--- config.mk ---
export PLATFORM = sky130hd
export DESIGN_NAME = button_conditioner
export DESIGN_NICKNAME = d
export VERILOG_FILES = /design/src/rtl/button_conditioner.sv
export SDC_FILE = /design/constraint.sdc
export NUM_CORES = 1
export LEC_CHECK = 0
export ABC_AREA = 0
export CORE_MARGIN = 4
export CORE_UTILIZATION = 55
export CTS_CLUSTER_DIAMETER = 30
export DETAILED_ROUTE_END_ITERATION = 8
export PLACE_DENSITY = 0.75
export SYNTH_ARGS = -nofsm -noshare
export SYNTH_HDL_FRONTEND = slang
export SYNTH_SLANG_ARGS = --single-unit
--- constraint.sdc ---
create_clock -name clk -period 2.8 [get_ports clk]
set_clock_uncertainty 0.2 [all_clocks]
set_input_delay 0.42 -clock clk [delete_from_list [all_inputs] [get_ports clk]]
set_output_delay 0.42 -clock clk [all_outputs]
set_load 0.1 [all_outputs]
--- src/rtl/button_conditioner.sv ---
// Conditions the raw jump/left/right pushbuttons: synchronize, debounce, single-shot
// jump request under a req/ack handshake, and a resolved movement direction.
module button_conditioner #(
  parameter int unsigned DEBOUNCE_CYCLES = 1000000,
  parameter int unsigned CNT_W           = 20
) (
  input  logic       clk,
  input  logic       rst,
  input  logic       jump_in,
  input  logic       left_in,
  input  logic       right_in,
  input  logic       jump_ack,
  output logic       jump_lvl,
  output logic       left_lvl,
  output logic       right_lvl,
  output logic       jump_press,
  output logic       jump_req,
  output logic [1:0] move_dir
);

  localparam int unsigned NCH = 3;
  localparam int unsigned CH_JUMP  = 0;
  localparam int unsigned CH_LEFT  = 1;
  localparam int unsigned CH_RIGHT = 2;
  localparam logic [CNT_W-1:0] CNT_MAX = CNT_W'(DEBOUNCE_CYCLES - 1);

  localparam logic [1:0] DIR_IDLE  = 2'b00;
  localparam logic [1:0] DIR_RIGHT = 2'b01;
  localparam logic [1:0] DIR_LEFT  = 2'b10;

  typedef enum logic [1:0] {
    IDLE = 2'b00,
    PEND = 2'b01,
    HELD = 2'b10
  } jump_state_t;

  logic [NCH-1:0]   raw;
  logic [NCH-1:0]   sync1;
  logic [NCH-1:0]   sync2;
  logic [NCH-1:0]   lvl;
  logic [NCH-1:0]   lvl_q;
  logic [NCH-1:0]   rise;
  logic [CNT_W-1:0] cnt [NCH];

  jump_state_t state;
  logic        last_left;
  logic        next_last_left;

  assign raw  = {right_in, left_in, jump_in};
  assign rise = lvl & ~lvl_q;

  assign jump_lvl  = lvl[CH_JUMP];
  assign left_lvl  = lvl[CH_LEFT];
  assign right_lvl = lvl[CH_RIGHT];

  // Two-flop synchronizer and per-channel debounce; any agreeing sample restarts the count.
  always_ff @(posedge clk or posedge rst) begin
    if (rst) begin
      sync1 <= '0;
      sync2 <= '0;
      lvl   <= '0;
      lvl_q <= '0;
      for (int i = 0; i < NCH; i++) cnt[i] <= '0;
    end else begin
      sync1 <= raw;
      sync2 <= sync1;
      lvl_q <= lvl;
      for (int i = 0; i < NCH; i++) begin
        if (sync2[i] == lvl[i]) begin
          cnt[i] <= '0;
        end else if (cnt[i] == CNT_MAX) begin
          lvl[i] <= sync2[i];
          cnt[i] <= '0;
        end else begin
          cnt[i] <= cnt[i] + CNT_W'(1);
        end
      end
    end
  end

  // Jump handshake: one request per press, no auto-repeat while held.
  always_ff @(posedge clk or posedge rst) begin
    if (rst) begin
      state      <= IDLE;
      jump_req   <= 1'b0;
      jump_press <= 1'b0;
    end else begin
      jump_press <= rise[CH_JUMP];
      case (state)
        IDLE: begin
          if (rise[CH_JUMP]) begin
            state    <= PEND;
            jump_req <= 1'b1;
          end
        end
        PEND: begin
          if (jump_ack) begin
            state    <= lvl[CH_JUMP] ? HELD : IDLE;
            jump_req <= 1'b0;
          end
        end
        HELD: begin
          if (!lvl[CH_JUMP]) state <= IDLE;
        end
        default: begin
          state    <= IDLE;
          jump_req <= 1'b0;
        end
      endcase
    end
  end

  // Most recent direction press wins when both are held; a tie goes right.
  always_comb begin
    next_last_left = last_left;
    if (rise[CH_RIGHT])     next_last_left = 1'b0;
    else if (rise[CH_LEFT]) next_last_left = 1'b1;
  end

  always_ff @(posedge clk or posedge rst) begin
    if (rst) begin
      last_left <= 1'b0;
      move_dir  <= DIR_IDLE;
    end else begin
      last_left <= next_last_left;
      case ({lvl[CH_LEFT], lvl[CH_RIGHT]})
        2'b10:   move_dir <= DIR_LEFT;
        2'b01:   move_dir <= DIR_RIGHT;
        2'b11:   move_dir <= next_last_left ? DIR_LEFT : DIR_RIGHT;
        default: move_dir <= DIR_IDLE;
      endcase
    end
  end

endmodule

Yosys cells after proc, flatten, opt, wreduce, memory -nomap -nowiden:

Index checks and enable logic that the tools add are counted.

* register bits: 79
* bits of input ports: 6
* output and inout bits: 7
* logic and storage cells: 61

* add/subtract/negate cells: 3
* equal/unequal tests: 14
* mux-type cells: 18
* bitwise operators: 6
* reductions and logical operators: 6

Operator list (number)
* $mux 20: 6
* $add 20x1->20 const B: 3
* $eq 20x20->1 const B: 3
* $pmux 2 s3: 2
* $mux 2: 5
* $eq 2x2->1 const B: 3
* $ne 2x2->1 const B: 3
* $reduce_and 2->1: 3
* $reduce_and 3->1: 2
* $eq 2x1->1 const B: 2
* $mux 1: 4
* $not 1->1: 4
* $and 3x3->3: 1
* $eq 1x1->1: 3
* $not 3->3: 1
* $pmux 1 s3: 1
* $logic_not 2->1: 1

Logic depth before layout (Yosys ltp):

* word-level depth: 6
* mapped depth: 6
* mapped depth without buffers: 5

Worst setup path after synthesis:

OpenSTA, ideal clock, no wires.

* path kind: flip-flop to flip-flop
* start: register cnt[0] in the netlist's numbering
* end: register cnt[18] in the netlist's numbering
* library setup time: 0.077 ns
* data arrival time: 1.711 ns
* data required time: 2.523 ns
* setup slack: 0.811 ns
* stages on the path, launching flop included: 6
* path buffers: 0
* clock period less this slack: 1.989 ns
* cell sequence: dfrtp_1 ha_1 nand3_1 or3_1 or4_1 a21oi_1

* word-level cells in the longest chain between the ends: 3
* elaborated cells between the ends (all ways): 4
* classes of those cells: add/sub (1); eq/ne (1); mux (2)

Ends and longest elaborated chain
* from (decl): line 43 `logic [CNT_W-1:0] cnt [NCH];`
* from (signal, indexed assignment): line 75 `cnt[i] <= cnt[i] + CNT_W'(1);`
* $add 20x1->20 or $eq 20x20->1 (tied branches): line 75, 71
* $mux 20 (*): line 71 `end else if (cnt[i] == CNT_MAX) begin`
* $mux 20 (*): line 69 `if (sync2[i] == lvl[i]) begin`

Every way passes the cells marked *; elsewhere a longest branch is shown, timed or not.
A chain may end at the register's enable or synchronous reset.

Worst setup path after layout:

* start: register cnt[20] in the netlist's numbering
* end: register cnt[27] in the netlist's numbering

The elaborated chain is that of the path after synthesis.

==> out/qor.yml <==
status:
  status: "finished clean"
pwr:
  p_per_area_mw_per_mm2: 506.1
  p_seq_share_pct: 55.5
  vdd_drop_max_v: 0.0002477
  power.leakage_nw: 1.668
  power_switching_share_pct: 23.79
  p_int_w: 0.001602
  clock_power_share_pct: 40.9
  p_comb_share_pct: 3.6
  power.switching_w: 0.0004998
detailed_routing:
  wl_per_cell_um: 13.69
  drt-vias-per-instance: 5.631
  wirelength_um: 6421
  antenna_left: 0
  drc: 0
  vias: 2641
  drtPass1Iterations: 4
  drt_iter0_markers: 133
finish:
  post-route-cell-area_sq_mm: 0.004153
  final_nets: 396
  areaGrowthSynthToFinish_pct: 11.71
  drive_gt1_share_pct: 12.50
  fin_cells: 469
  antenna_cells: 0
setup_path:
  crit_type: "reg -> reg"
  critPathLaunchType: "flop"
  required_ns: 2.83
  worstPathArrival_ns: 2.20
  r2r_slack_ns: 0.63
  cp_max_fo: 10
  timing.rr.end: "cnt[27]"
  r2r_start: "cnt[20]"
  cp-end-kind: "flop"
  reg2reg_depth: 6
worst_hold_path:
  hold_path_depth: 0
  hold_class: "reg -> reg"
  hold_end: "sync2[2]"
  hold_start: "sync1[2]"
sta:
  worstMarginPinSlew_ns: 0.6245
  finalWorstSetupSlack_ns: 0.6299
  final.setup.tns_ns: 0
  max_slew_margin_pct: 57.98
  grt_setup_unrepaired: "false"
  clock.fmax_mhz: 460.8
  period_needed_ns: 2.170
  finalMaxSlewViolations: 0
  setup_viol: 0
  finalCritPeriodShare_pct: 77.50
  finalHoldViolCount: 0
floorplan:
  core-area_sq_mm: 0.006459
  die_y_um: 90.21
  start_util_pct: 57.56
  die_x_um: 90.21
  dieArea_sq_mm: 0.008138
  core.rowCount: 29
  ios: 13
logic_synthesis:
  netlist_area_sq_mm: 0.003717
  async_reset_ff_share_pct: 100.0
  ys_types: 39
  synth-seq-cells: 79
  yosys.area.top_type: "dfrtp_1"
  synth_common_cells: "dfrtp_1, nor2_1, xnor2_1, inv_1, nand2_1"
  synth.area.top_cells: "dfrtp_1, xnor2_1, nor2_1"
  synth_edf_count: 0
  yosysMostFrequentCell: "dfrtp_1"
  syn_area_per_cell_sq_um: 10.21
  netlist.area_leader.share_pct: 53.18
  synth_fp_nets: 373
  ys.flop_type: "dfrtp_1"
  ys_seq_area_share_pct: 53.18
  postSynthCellCount: 364
  ys_warn_count: 0
placed_design:
  gp_congestion: 0.8653
  dp_slack_ns: 0.6473
  dp.cells: 453
  io_buffers: 12
  dpl_cell_area_sq_mm: 0.003950
  dpl.hpwl_um: 4321
grt:
  grt_max_degree: 80
  antenna_found_initial: 0
  grt_pass1_vias: 2622
  grt_use_total_pct: 17.20
  grt_pass1_wl_um: 11600
  grt-ovfl-total: 0
clock_network:
  clockRootBuffer: "clkbuf_8"
  hold_buffers: 0
  htree_num_levels: 3
  worstSkewPairLatency_ns: 0.34
  cts_buffer_depth: 2
  cts_resized: 0
  clk_pin_slew_ns: 0.09
  numCtsBuffers: 9
  postCtsSetupBuffers: 0
  cts_num_sinks: 79
  cts_tree: "yes"
run:
  maxCapViolCount: 0
## flip-flops by register name (all words and copies together) (netlist names)
signal      flops
cnt            60
sync1           3
sync2           3
lvl_q           3
jump_press      1
state           2
lvl             3
move_dir        2
jump_req        1
last_left       1
## power groups by stage
stage          Combinational [W]  Clock, W  Sequential, W
5_1_grt                0.0000872  0.000931        0.00117
6_report               0.0000751  0.000859        0.00117
3_5_place_dp           0.0000768         0        0.00119
2_1_floorplan          0.0000507         0        0.00119
3_3_place_gp           0.0000757         0        0.00119
4_1_cts                0.0000773  0.000881        0.00117
## layout make-up
cell class / count / area (sq um)
sequential: 79 / 1977
clock inverter: 7 / 78.83
multi-input combinational: 258 / 1637
clock buffer: 9 / 123.9
timing repair buffer: 18 / 160.2
tap: 77 / 96.34
inverter: 21 / 80.08
fill: 506 / 2306
## metrics by stage
| step | hold slack, ns | total power [W] | util (%) |
|---|---|---|---|
| finish | 0.1557 | 0.002102 | 64.30 |
| global route | 0.1685 | 0.002188 | 64.30 |
| CTS | 0.1568 | 0.002126 | 64.30 |
| detailed placement | 0.1372 | 0.001267 | 61.16 |
| global placement | 0.1354 | 0.001265 | 61.16 |
| floorplan | 0.1312 | 0.001238 | - |
## worst max path at each step
stage | startpoint | to | slack (ns) | depth (start not counted)
6_report | cnt[20] | cnt[27] | 0.63 | 6
5_1_grt | cnt[0] | cnt[18] | 0.49 | 5
4_1_cts | cnt[36] | cnt[27] | 0.62 | 5
3_5_place_dp | cnt[20] | cnt[23] | 0.65 | 6
3_3_place_gp | cnt[20] | cnt[23] | 0.68 | 6
2_1_floorplan | rst | cnt[0] | 0.16 | 1
## critical path, cell delays in order, from the launching register on
cell     delay [ns]
dfrtp_1        0.42
ha_1           0.25
nand2_1        0.06
or2_2          0.32
o31ai_4        0.48
buf_4          0.26
nor2_1         0.07
## layout by cell type (no fill, tap or decap), drive strengths merged, types with 6 or more instances in the layout
cell type	netlist	routed
a21oi	15	15
buf	5	13
clkbuf	1	9
dfrtp	79	79
inv	21	23
nand2	17	17
nand3	17	17
nand4	16	16
nor2	55	55
nor3	15	15
nor4	13	13
o21ai	10	10
o31ai	7	7
or3	9	9
or4	6	6
xnor2	33	33
xor2	11	11
## cells by family after synthesis
group                      after synthesis  synth area share [%]
AOI/OAI and AO/OA                       35                 5.890
xor gates and xnor gates                44                 10.37
adders and majority gates                3                 1.010
buffers and inverters                   27                 3.063
DFF                                     79                 53.18
muxes                                    4                 1.212
and+or+nand+nor                        172                 25.28
## per-layer routing
metal	track usage [%]	share of wire (%)	vias up
li1	-	-	1317
met1	23.30	48	1276
met2	26.70	48	33
met3	3.422	2.3	15
met4	8.036	2.1	0
met5	0	0	-
Power figures use the tool's default switching activity.
